### config.mk
export PLATFORM = sky130hd
export DESIGN_NAME = xnor_serial_cmp
export DESIGN_NICKNAME = d
export VERILOG_FILES = /design/src/rtl/xnor_serial_cmp.sv
export SDC_FILE = /design/constraint.sdc
export NUM_CORES = 1
export LEC_CHECK = 0
export BUFFER_PORTS_ARGS = -buffer_cell sky130_fd_sc_hd__buf_2
export CORE_MARGIN = 2
export CORE_UTILIZATION = 58
export DETAILED_ROUTE_END_ITERATION = 10
export GPL_ROUTABILITY_DRIVEN = 0
export PLACE_DENSITY = 0.81
export RECOVER_POWER = 100
export SLEW_MARGIN = 5
export SYNTH_ARGS = -nofsm -noshare
export SYNTH_HDL_FRONTEND = slang
export SYNTH_SLANG_ARGS = --single-unit
### constraint.sdc
create_clock -name clk -period 4.25 [get_ports clk]
set_input_delay 0.6375 -clock clk [delete_from_list [all_inputs] [get_ports clk]]
set_output_delay 0.6375 -clock clk [all_outputs]
set_load 0.01 [all_outputs]
### src/rtl/xnor_serial_cmp.sv
// Bit-serial equality comparator: one shared g_XNOR gate walks two WIDTH-bit
// operands LSB first and reports word equality plus the first mismatching bit.
module xnor_serial_cmp #(
    parameter int WIDTH      = 16,
    parameter int EARLY_EXIT = 1,
    parameter int IW         = (WIDTH > 1) ? $clog2(WIDTH) : 1
) (
    input  logic             clk,
    input  logic             reset_n,
    input  logic             start,
    input  logic [WIDTH-1:0] a,
    input  logic [WIDTH-1:0] b,
    output logic             ready,
    output logic             busy,
    output logic             done,
    output logic             eq,
    output logic [IW-1:0]    mismatch_idx
);

    // One-hot so that each handshake output is a single state flop.
    localparam logic [2:0] S_IDLE  = 3'b001;
    localparam logic [2:0] S_SHIFT = 3'b010;
    localparam logic [2:0] S_DONE  = 3'b100;

    localparam logic [IW-1:0] CNT_LAST = IW'(WIDTH - 1);
    localparam logic          EARLY_EN = (EARLY_EXIT != 0) ? 1'b1 : 1'b0;

    logic [2:0]       r_state;
    logic [2:0]       w_next_state;
    logic [WIDTH-1:0] r_sa;
    logic [WIDTH-1:0] r_sb;
    logic [IW-1:0]    r_cnt;
    logic [IW-1:0]    r_midx;
    logic             r_acc;
    logic             r_first;
    logic             r_eq;
    logic [IW-1:0]    r_idx;
    logic             w_x;
    logic             w_last;
    logic             w_exit;

    g_XNOR u_xnor (
        .i_a (r_sa[0]),
        .i_b (r_sb[0]),
        .o_y (w_x)
    );

    assign w_last = (r_cnt == CNT_LAST);
    assign w_exit = w_last | (EARLY_EN & ~w_x);

    // State register.
    always_ff @(posedge clk or negedge reset_n) begin
        if (!reset_n) begin
            r_state <= S_IDLE;
        end else begin
            r_state <= w_next_state;
        end
    end

    // Next-state decode.
    always_comb begin
        w_next_state = r_state;
        case (r_state)
            S_IDLE: begin
                if (start) begin
                    w_next_state = S_SHIFT;
                end else begin
                    w_next_state = S_IDLE;
                end
            end
            S_SHIFT: begin
                if (w_exit) begin
                    w_next_state = S_DONE;
                end else begin
                    w_next_state = S_SHIFT;
                end
            end
            S_DONE:  w_next_state = S_IDLE;
            default: w_next_state = S_IDLE;
        endcase
    end

    // Handshake outputs decoded from the state register.
    always_comb begin
        ready = 1'b0;
        busy  = 1'b0;
        done  = 1'b0;
        case (r_state)
            S_IDLE:  ready = 1'b1;
            S_SHIFT: busy  = 1'b1;
            S_DONE:  done  = 1'b1;
            default: ready = 1'b0;
        endcase
    end

    // Operand shifting, accumulation and result capture.
    always_ff @(posedge clk or negedge reset_n) begin
        if (!reset_n) begin
            r_sa    <= '0;
            r_sb    <= '0;
            r_cnt   <= '0;
            r_midx  <= '0;
            r_acc   <= 1'b1;
            r_first <= 1'b0;
            r_eq    <= 1'b0;
            r_idx   <= '0;
        end else begin
            case (r_state)
                S_IDLE: begin
                    if (start) begin
                        r_sa    <= a;
                        r_sb    <= b;
                        r_cnt   <= '0;
                        r_midx  <= '0;
                        r_acc   <= 1'b1;
                        r_first <= 1'b0;
                        r_eq    <= 1'b0;
                        r_idx   <= '0;
                    end
                end
                S_SHIFT: begin
                    r_acc <= r_acc & w_x;
                    r_sa  <= r_sa >> 1;
                    r_sb  <= r_sb >> 1;
                    if (!w_x && !r_first) begin
                        r_midx  <= r_cnt;
                        r_first <= 1'b1;
                    end
                    // Counter parks on the last index instead of wrapping.
                    if (!w_last) begin
                        r_cnt <= r_cnt + IW'(1);
                    end
                    if (w_exit) begin
                        r_eq <= r_acc & w_x;
                        if (r_first) begin
                            r_idx <= r_midx;
                        end else if (!w_x) begin
                            r_idx <= r_cnt;
                        end else begin
                            r_idx <= '0;
                        end
                    end
                end
                default: begin
                    r_acc <= r_acc;
                end
            endcase
        end
    end

    assign eq           = r_eq;
    assign mismatch_idx = r_idx;

endmodule

// Structural two-input XNOR cell shared by the serial comparator.
module g_XNOR (
    input  logic i_a,
    input  logic i_b,
    output logic o_y
);
    assign o_y = ~(i_a ^ i_b);
endmodule

==> results of run 1 <==
## layer usage
metal / part of all wire [%] / global-route usage (%)
met1: 46 / 29.6
met2: 49 / 37.5
met3: 4.1 / 5.99
met4: 1.5 / 9.38
met5: 0 / 0
## sequential cells by signal, indices dropped and copies added (netlist names)
| signal | count |
|---|---|
| r_sa | 16 |
| r_sb | 16 |
| mismatch_idx | 4 |
| r_cnt | 4 |
| r_midx | 4 |
| r_state | 3 |
| eq | 1 |
| r_acc | 1 |
| r_first | 1 |
## logic make-up after synthesis
kind of cell / Yosys count / synth area share [%]
simple gates: 95 / 19.7
compound gates: 45 / 13.3
buf+inv: 24 / 4.21
xor+xnor: 4 / 1.59
mux: 8 / 3.64
fa+ha+maj: 1 / 0.569
flops: 50 / 57.0
## worst min path at each step
stage	slack, ns	startpoint	cells past startpoint	to
2_1_floorplan	0.34	reset_n	0	eq
3_5_place_dp	0.49	r_sb[15]	2	r_sb[15]
5_1_grt	0.52	r_acc	1	r_acc
6_report	0.51	r_sb[4]	2	r_sb[4]
3_3_place_gp	0.48	r_sa[15]	2	r_sa[15]
4_1_cts	0.51	r_sb[15]	2	r_sb[15]
## synth_stat cells, types with 2 or more instances
cell type  instances  area (µm²)
a21o_1             2        15.0
buf_1              6        22.5
buf_2              2        10.0
clkbuf_1          10        37.5
dfrtp_1           48        1200
dfstp_2            2        52.6
inv_1              5        18.8
mux2i_1            8        80.1
nand2_1           22        82.6
nand3_1            4        20.0
nor2_1            31         116
nor3_1            31         155
nor3b_1            2        15.0
o21ai_0            3        15.0
o22ai_1           33         206
o31a_1             4        35.0
xnor2_1            3        26.3
## critical path, cell delays in order (launching register included)
cell	delay (ns)
dfrtp_1	0.41
or3b_1	0.38
buf_4	0.25
inv_1	0.86
clkbuf_1	0.22
## layout by cell type, fill, tap and decap left out
cell type | synthesis | routed
dfrtp_1 | 48 | 48
buf_2 | 2 | 34
o22ai_1 | 33 | 33
nor2_1 | 31 | 31
nor3_1 | 31 | 31
nand2_1 | 22 | 22
mux2i_1 | 8 | 8
clkbuf_1 | 10 | 8
inv_1 | 5 | 6
clkbuf_8 | 0 | 6
o21ai_0 | 3 | 4
nand3_1 | 4 | 4
o31a_1 | 4 | 4
xnor2_1 | 3 | 3
nor3b_1 | 2 | 2
a21o_1 | 2 | 2
or3b_1 | 1 | 1
xor2_1 | 1 | 1
and3_1 | 1 | 1
and4bb_2 | 1 | 1
nand4bb_1 | 1 | 1
a21oi_1 | 1 | 1
a32o_1 | 1 | 1
or3_1 | 1 | 1
ha_1 | 1 | 1
buf_4 | 0 | 1
dfstp_2 | 2 | 1
dfstp_1 | 0 | 1
## per-stage QoR
step                util, %  worst slack (ns)  total power, µW  hold WS [ns]  instances
finish                 67.7              1.17             1590         0.511        306
global route           67.7             0.878             1720         0.520        306
CTS                    68.1              1.50             1600         0.513        306
detailed placement     65.9              1.84             1330         0.493        300
global placement       65.9              1.86             1310         0.483        300
floorplan                 -              2.49             1200         0.342        227
## layout make-up
class / count / area [µm²] / share of cell area, %
multi-input combinational: 153 / 853 / 34.4
inverter: 6 / 22.5 / 0.908
tap: 48 / 60.1 / 2.42
sequential: 50 / 1250 / 50.6
timing repair buffer: 43 / 208 / 8.38
clock buffer: 6 / 82.6 / 3.33
## power groups by stage
stage / Clock [µW] / Sequential [µW] / Combinational [µW]
after global placement: 0 / 781 / 532
final: 267 / 782 / 542
after global routing: 288 / 801 / 627
after detailed placement: 0 / 786 / 548
after CTS: 273 / 779 / 547
after floorplan: 0 / 752 / 448
==> summary.md, run 1 <==
| Metric | Value |
|---|---|
| Status | `finished, violations left` |
| Failing checks | `max-capacitance violations, max-slew violations` |
| Num CTS Buffers | `5` |
| Global route overflow | `0` |
| IO Port Bufs | `42` |
| Post-CTS Resized | `0` |
| Worst slew pin tran | `about 2.6 ns` |
| Latest clock arrival within the worst-skew pair | `around 0.3 ns` |
| WS Path Type | `reg -> out` |
| Post-DP HPWL | `approximately 2800 µm` |
| # setup viols final | `0` |
| Synthesized cell area | `0.00220 mm²` |
| DRC violations left | `0` |
| FF+latch count, synth | `50` |
| Root buffer cell | `clkbuf_8` |
| Leakage power | `0.00112 µW` |
| Reg2Reg Launch Point | `r_state[2]` |
| Crit path max fanout | `39` |
| Largest net degree at the start of global routing | `51` |
| Net Count, Synth | `between 200 and 300` |
| Distinct cells, synth | `28` |
| Pint | `1000 µW` |
| Clock skew | `0.00219 ns` |
| Max H-tree Level | `2` |
| RSZ-0062 raised after global routing | `no` |
| First-pass GRT wire length | `between 7000 and 8000 µm` |
| Mean Syn Cell Area | `roughly 9.7 µm²` |
| CTS max path bufs | `2` |
| Combinational Power Share | `34.1%` |
| Cell Pwr Density | `642 mW/mm²` |
| Fin area | `around 0.0025 mm²` |
| R2R setup slack | `about 1.2 ns` |
| Critical Path RT | `around 3.6 ns` |
| Final Hold Fails | `0` |
| Setup TNS | `0 ns` |
| Die Footprint | `between 0.004 and 0.005 mm²` |
| Fill cell count | `between 300 and 400` |
| Reg power frac | `about half` |
| Critical path data arrival time | `around 2.4 ns` |
| Number of synthesized flops with an enable pin | `0` |
| Critical path capture point type | `output port` |
| Worst setup startpoint | `r_state[2]` |
| Post-CTS Setup Bufs | `0` |
| Total wire length | `between 4000 and 5000 µm` |
| Worst R2R End | `eq` |
| Core area | `~0.0037 mm²` |
| Vias per inst | `~5.7` |
| Ant diodes | `0` |
| Mapped Cells | `approximately 230` |
| Slew margin rel. | `-71.0%` |
| Hold WC Path Type | `reg -> reg` |
| Area post-placement | `0.00241 mm²` |
| Cts hold-fix bufs | `0` |
| Die Span X | `between 60 and 70 µm` |
| Clk slew on worst S/H paths | `0.08 ns` |
| Post-synthesis sequential area ratio | `between 50% and 60%` |
| Critical path endpoint | `busy` |
| Max_cap viols | `2` |
| Iter 0 DRT Violations | `130` |
| Sw power | `roughly 590 µW` |
| Area growth syn-to-layout | `12.7%` |
| Post-layout minimum cycle time | `a little over 3 ns` |
| Initial antenna violation count | `0` |
| Die height | `65.6 µm` |
| Final Max Slew Viols | `between 90 and 100` |
| Vias in the first global route | `1655` |
| Startpoint Class | `register` |
| Top achievable clock speed | `around 0.32 GHz` |
| Antenna Nets Post-Route | `0` |
| WL/cell | `14.4 µm` |
| Yosys warning count | `0` |
| R2R depth | `6` |
| Starting utilization of the core area | `60.1%` |
| Core Rows | `22` |
| Total global-route track usage | `between 20 and 25%` |
| Ys flop type | `dfrtp_1` |
| Routed via count | `roughly 1800` |
| Worst VDD drop | `around 0.0004 V` |
| Share of cells above drive strength 1 | `between 10% and 20%` |
| Router iterations before antenna repair | `4` |
| Sw Share | `approximately 37%` |
| Final net count | `between 200 and 300` |
| I/O pins | `between 40 and 50` |
| Fraction of the cycle the final worst path needs | `just over 70%` |
| CTS tree | `built` |
| Clk network pwr share | `between 15 and 20%` |
| Post-synth ARST share | `100%` |
| Clk sink count | `50` |
Power figures use the tool's default switching activity.
==> run 2: changes to the inputs <==
--- a/config.mk
+++ b/config.mk
@@ -7,10 +7,10 @@
 export LEC_CHECK = 0
 export BUFFER_PORTS_ARGS = -buffer_cell sky130_fd_sc_hd__buf_2
 export CORE_MARGIN = 2
-export CORE_UTILIZATION = 58
+export CORE_UTILIZATION = 54
 export DETAILED_ROUTE_END_ITERATION = 10
 export GPL_ROUTABILITY_DRIVEN = 0
-export PLACE_DENSITY = 0.81
+export PLACE_DENSITY = 0.76
 export RECOVER_POWER = 100
 export SLEW_MARGIN = 5
 export SYNTH_ARGS = -nofsm -noshare
==> constraint.sdc (replaced) <==
create_clock -name clk -period 2.85 [get_ports clk]
set_input_delay 0.4275 -clock clk [delete_from_list [all_inputs] [get_ports clk]]
set_output_delay 0.4275 -clock clk [all_outputs]
set_load 0.01 [all_outputs]
==> summary.md, run 2 (same netlist as run 1, synthesis figures left out) <==
| Metric | Value |
|---|---|
| Cts hold-fix bufs | `0 (unchanged)` |
| # setup viols final | `0 (unchanged)` |
| Post-layout minimum cycle time | `2.44 ns` |
| Worst VDD drop | `0.000491 V (was 0.000388 V)` |
| CTS max path bufs | `2 (unchanged)` |
| Crit path max fanout | `24 (was 39)` |
| Clock skew | `0.00568 ns (was 0.00219 ns)` |
| Worst slew pin tran | `1.85 ns (was 2.56 ns)` |
| Slew margin rel. | `-23.0% (was -71.0%)` |
| Critical Path RT | `2.42 ns (was 3.61 ns)` |
| Die height | `67.8 µm (was 65.6 µm)` |
| Starting utilization of the core area | `55.4% (was 60.1%)` |
| Crit-path cells | `or3b_1 -> inv_2 -> clkbuf_1 (was or3b_1 -> buf_4 -> inv_1 -> clkbuf_1)` |
| Vias in the first global route | `1757 (was 1655)` |
| Total wire length | `4760 µm (was 4400 µm)` |
| Startpoint Class | `register (unchanged)` |
| RSZ-0062 raised after global routing | `no (unchanged)` |
| Fin util | `63.5% (was 67.7%)` |
| Iter 0 DRT Violations | `98 (was 130)` |
| Pint | `1520 µW (was 1000 µW)` |
| Router iterations before antenna repair | `4 (unchanged)` |
| Hold Slack | `0.325 ns (was 0.511 ns)` |
| Largest net degree at the start of global routing | `46 (was 51)` |
| Die Footprint | `0.00460 mm² (was 0.00430 mm²)` |
| Global route overflow | `0 (unchanged)` |
| FF/Latch Area | `0.00125 mm² (unchanged)` |
| Top flop regs | `r_sa: 16 flops, r_sb: 16 flops (unchanged)` |
| Total global-route track usage | `23.3% (was 23.1%)` |
| Final Max Slew Viols | `37 (was 97)` |
| Antenna Nets Post-Route | `0 (unchanged)` |
| Clk sink count | `50 (unchanged)` |
| Leakage power | `0.00114 µW (was 0.00112 µW)` |
| Area growth syn-to-layout | `14.7% (was 12.7%)` |
| Largest stage delay, worst path | `0.65 ns (was 0.86 ns)` |
| Vias per inst | `5.70 (was 5.73)` |
| Core area | `0.00397 mm² (was 0.00366 mm²)` |
| Max H-tree Level | `2 (unchanged)` |
| Latest clock arrival within the worst-skew pair | `0.30 ns (about the same)` |
| WS Path Type | `reg -> out (unchanged)` |
| Multi-input gate area | `858 µm² (was 853 µm²)` |
| Most common cell after layout, fill and taps aside | `dfrtp_1 (unchanged)` |
| Post-DP HPWL | `3080 µm (was 2780 µm)` |
| Share of cells above drive strength 1 | `18.1% (was 16.7%)` |
| Fraction of the cycle the final worst path needs | `~86%` |
| Final Hold Fails | `0 (unchanged)` |
| Clk network pwr share | `17.3% (was 16.8%)` |
| First-pass GRT wire length | `7840 µm (was 7340 µm)` |
| Slowest stage cell, crit path | `or3b_1 (was inv_1)` |
| Status | `finished, violations left (unchanged)` |
| I/O pins | `43 (unchanged)` |
| DRC violations left | `0 (unchanged)` |
| Reg power frac | `48.0% (was 49.1%)` |
| Post-CTS Setup Bufs | `0 (unchanged)` |
| Routed via count | `1795 (was 1754)` |
| Hold WC Path Type | `in -> reg (was reg -> reg)` |
| Clk slew on worst S/H paths | `0.08 ns (about the same)` |
| Sw power | `917 µW (was 587 µW)` |
| Commonest non-fill, non-tap cells in the layout | `dfrtp_1, buf_2, o22ai_1, nor2_1, nor3_1 (unchanged)` |
| Ant diodes | `0 (unchanged)` |
| Top achievable clock speed | `about 0.41 GHz` |
| Setup TNS | `0 ns (unchanged)` |
| Combinational Power Share | `34.7% (was 34.1%)` |
| Cell Pwr Density | `966 mW/mm² (was 642 mW/mm²)` |
| Critical path capture point type | `output port (unchanged)` |
| Root buffer cell | `clkbuf_8 (unchanged)` |
| Sw Share | `37.6% (was 36.9%)` |
| Num CTS Buffers | `5 (unchanged)` |
| IO Port Bufs | `42 (unchanged)` |
| CTS tree | `built (unchanged)` |
| Max_cap viols | `1 (was 2)` |
| Initial antenna violation count | `0 (unchanged)` |
| Post-CTS Resized | `0 (unchanged)` |
| Fill cell count | `349 (was 323)` |
| Critical path data arrival time | `2.01 ns (was 2.44 ns)` |
| Failing checks | `max-capacitance violations, max-slew violations (unchanged)` |
| Die Span X | `67.8 µm (was 65.6 µm)` |
| Core Rows | `23 (was 22)` |
| Final net count | `300 (was 295)` |
| WL/cell | `15.1 µm (was 14.4 µm)` |
run 2: routing by layer:
metal / GRT usage, % / wire (µm) / vias to the layer above
met5: 0 / 0 / -
met3: 4.28 / 250 / 2
met1: 31.6 / 2090 / 871
li1: - / - / 877
met2: 36.9 / 2400 / 45
met4: 10.0 / 21 / 0
run 2: final cells by class:
| cell class | instances | share of cell area, % |
|---|---|---|
| clock buffer | 7 | 3.42 |
| multi-input combinational | 153 | 34.0 |
| sequential | 50 | 49.7 |
| tap | 50 | 2.48 |
| inverter | 6 | 0.893 |
| timing repair buffer | 48 | 9.28 |
| clock inverter | 1 | 0.198 |
run 2: path summary, 6_finish.rpt:
| check | endpoint | start | slack [ns] | cells past startpoint |
|---|---|---|---|---|
| max | busy | r_state[2] | 0.41 | 3 |
| min | r_sb[15] | b[15] | 0.32 | 3 |
| max reg2reg | r_sa[1] | r_state[0] | 0.48 | 4 |
| min reg2reg | r_sa[8] | r_sa[8] | 0.52 | 2 |
| max in group asynchronous | r_cnt[3] | reset_n | 1.07 | 2 |
| min in group asynchronous | r_sa[7] | reset_n | 0.62 | 1 |
run 2: per-stage QoR:
stage	cells	power, µW	setup WS [ns]	area [µm²]
finish	315	2440	0.410	2520
global route	315	2620	0.296	2520
CTS	315	2450	0.405	2540
detailed placement	307	2020	0.659	2450
global placement	307	1990	0.771	2450
floorplan	227	1790	1.30	2200
run 2: power by group through the flow:
stage | Sequential [µW] | Clock [µW] | Combinational (µW)
floorplan | 1120 | 0 | 669
global placement | 1170 | 0 | 822
detailed placement | 1170 | 0 | 851
CTS | 1170 | 429 | 859
global route | 1200 | 455 | 966
finish | 1170 | 421 | 845
run 2: critical path, delay by kind of cell, from the launching register on:
kind | cells | cell delay [ns]
simple gates | 1 | 0.65
buf+inv | 2 | 0.64
flops | 1 | 0.41
==> run 3: changes to the inputs <==
--- a/config.mk
+++ b/config.mk
@@ -6,8 +6,10 @@
 export NUM_CORES = 1
 export LEC_CHECK = 0
 export BUFFER_PORTS_ARGS = -buffer_cell sky130_fd_sc_hd__buf_2
+export CELL_PAD_IN_SITES_DETAIL_PLACEMENT = 0
+export CELL_PAD_IN_SITES_GLOBAL_PLACEMENT = 1
 export CORE_MARGIN = 2
-export CORE_UTILIZATION = 54
+export CORE_UTILIZATION = 41
 export DETAILED_ROUTE_END_ITERATION = 10
 export GPL_ROUTABILITY_DRIVEN = 0
 export PLACE_DENSITY = 0.76
==> summary.md, run 3 (same netlist as run 1, synthesis figures left out) <==
| Metric | Value |
|---|---|
| I/O pins | `43 (unchanged)` |
| Area post-placement | `0.00247 mm² (was 0.00245 mm²)` |
| R2R depth | `4 (unchanged)` |
| Initial antenna violation count | `0 (unchanged)` |
| Fill cell count | `537 (was 349)` |
| Slew margin rel. | `37.3% (was -23.0%)` |
| WL/cell | `14.3 µm (was 15.1 µm)` |
| CTS max path bufs | `2 (unchanged)` |
| Final Hold Fails | `0 (unchanged)` |
| Largest net degree at the start of global routing | `35 (was 46)` |
| Routed via count | `1728 (was 1795)` |
| R2R setup slack | `0.53 ns (was 0.48 ns)` |
| WS Path Type | `reg -> out (unchanged)` |
| Commonest non-fill, non-tap cells in the layout | `dfrtp_1, o22ai_1, buf_2, nor2_1, nor3_1 (was dfrtp_1, buf_2, o22ai_1, nor2_1, nor3_1)` |
| FF/Latch Area | `0.00125 mm² (unchanged)` |
| # setup viols final | `0 (unchanged)` |
| Antenna Nets Post-Route | `0 (unchanged)` |
| Iter 0 DRT Violations | `69 (was 98)` |
| Core Rows | `26 (was 23)` |
| IO Port Bufs | `42 (unchanged)` |
| Status | `finished, final reports clean (was finished, violations left)` |
| Clk sink count | `50 (unchanged)` |
| RSZ-0062 raised after global routing | `no (unchanged)` |
| Setup TNS | `0 ns (unchanged)` |
| Starting utilization of the core area | `42.8% (was 55.4%)` |
| Max_cap viols | `0 (was 1)` |
| Final net count | `299 (was 300)` |
| Top flop regs | `r_sa: 16 flops, r_sb: 16 flops (unchanged)` |
| Share of cells above drive strength 1 | `17.0% (was 18.1%)` |
| Multi-input gate area | `853 µm² (was 858 µm²)` |
| Hold WC Path Type | `in -> async (was in -> reg)` |
| Top achievable clock speed | `0.426 GHz (was 0.410 GHz)` |
| WP depth | `3 (unchanged)` |
| CTS tree | `built (unchanged)` |
| Area growth syn-to-layout | `14.8% (was 14.7%)` |
| Total wire length | `4790 µm (was 4760 µm)` |
| Cell Pwr Density | `941 mW/mm² (was 966 mW/mm²)` |
| Clock skew | `0.00339 ns (was 0.00568 ns)` |
| Most common cell after layout, fill and taps aside | `dfrtp_1 (unchanged)` |
| Final Max Slew Viols | `0 (was 37)` |
| Slowest stage cell, crit path | `or3b_1 (unchanged)` |
| Vias in the first global route | `1686 (was 1757)` |
| Latest clock arrival within the worst-skew pair | `0.30 ns (about the same)` |
| Post-layout minimum cycle time | `2.35 ns (was 2.44 ns)` |
| Largest stage delay, worst path | `0.57 ns (was 0.65 ns)` |
| Ant diodes | `0 (unchanged)` |
| Post-DP HPWL | `3230 µm (was 3080 µm)` |
| Critical path data arrival time | `1.92 ns (was 2.01 ns)` |
| Critical Path RT | `2.42 ns (about the same)` |
| Leakage power | `0.00113 µW (was 0.00114 µW)` |
| Critical path capture point type | `output port (unchanged)` |
| Die Footprint | `0.00597 mm² (was 0.00460 mm²)` |
| Core area | `0.00514 mm² (was 0.00397 mm²)` |
| Fraction of the cycle the final worst path needs | `82.3% (was 85.6%)` |
| Die height | `77.2 µm (was 67.8 µm)` |
| Critical path's top delay family | `buffers and inverters (was simple AND/OR/NAND/NOR gates)` |
| Worst VDD drop | `0.000380 V (was 0.000491 V)` |
| Startpoint Class | `register (unchanged)` |
| Die Span X | `77.2 µm (was 67.8 µm)` |
| Clk slew on worst S/H paths | `0.08 ns (about the same)` |
| Global route overflow | `0 (unchanged)` |
| Post-CTS Setup Bufs | `0 (unchanged)` |
| Num CTS Buffers | `5 (unchanged)` |
| Crit path max fanout | `15 (was 24)` |
| DRC violations left | `0 (unchanged)` |
| Max H-tree Level | `2 (unchanged)` |
| First-pass GRT wire length | `8010 µm (was 7840 µm)` |
| Root buffer cell | `clkbuf_8 (unchanged)` |
| Router iterations before antenna repair | `4 (unchanged)` |
| Worst slew pin tran | `0.935 ns (was 1.85 ns)` |
| Fin area | `0.00253 mm² (was 0.00252 mm²)` |
| Post-CTS Resized | `0 (unchanged)` |
| Total global-route track usage | `17.0% (was 23.3%)` |
| WP buf/inv | `2 (unchanged)` |
| Cts hold-fix bufs | `0 (unchanged)` |
| Vias per inst | `5.17 (was 5.70)` |
| Crit-path cells | `or3b_1 -> inv_1 -> clkbuf_1 (was or3b_1 -> inv_2 -> clkbuf_1)` |
## run 3: cell count changes in the layout (fill, tap and decap cells not counted)
cell	before	now
nand4bb_2	1	0
buf_4	3	2
clkinv_2	1	0
clkbuf_8	6	5
buf_2	34	33
inv_1	5	6
inv_2	1	0
nand4bb_1	0	1
clkbuf_2	0	3
## run 3: layout make-up
| type | instances | share of cell area, % |
|---|---|---|
| well taps | 70 | 3.47 |
| inverters | 6 | 0.892 |
| repair buffers | 47 | 9.06 |
| clock buffers | 8 | 3.17 |
| flip-flops and latches | 50 | 49.6 |
| multi-input cells | 153 | 33.8 |
## run 3: stage by stage
stage / hold WS (ns) / util [%] / setup WS, ns / instances / power, µW
finish: 0.231 / 49.1 / 0.504 / 334 / 2380
global route: 0.319 / 49.1 / 0.304 / 334 / 2580
CTS: 0.0453 / 49.6 / 0.621 / 334 / 2430
detailed placement: 0.375 / 48.1 / 0.913 / 326 / 2030
global placement: 0.370 / 48.1 / 0.966 / 326 / 2010
floorplan: 0.132 / - / 1.30 / 227 / 1790
## run 3: worst reg2reg max path, cell delays in order (launching register included)
cell and delay (ns):
dfstp_1 0.58, nand4bb_1 0.76, clkbuf_2 0.57, o22ai_1 0.24
nor2_1 0.07
## run 3: path summary, 6_finish.rpt
check / start / end
hold / removal: reset_n / r_sa[6]
setup / recovery: r_state[2] / busy
max in group asynchronous: reset_n / r_sa[9]
setup reg to reg: r_state[0] / r_sb[8]
hold reg to reg: r_sa[15] / r_sa[15]
min in group clk: b[15] / r_sb[15]
## run 3: layer usage
metal  global-route usage (%)  wire length [µm]  vias up  part of all wire, %
li1                         -                 -      874                    -
met1                     23.8              2370      819                   50
met2                     26.2              2200       31                   46
met3                     3.76               160        4                  3.3
met4                     5.89                55        0                  1.1
met5                        0                 0        -                    0
## run 3: power by group
| part | switching, µW | total (µW) | internal, µW |
|---|---|---|---|
| registers | 178 | 1160 | 984 |
| logic | 490 | 820 | 330 |
| clock network | 221 | 396 | 175 |
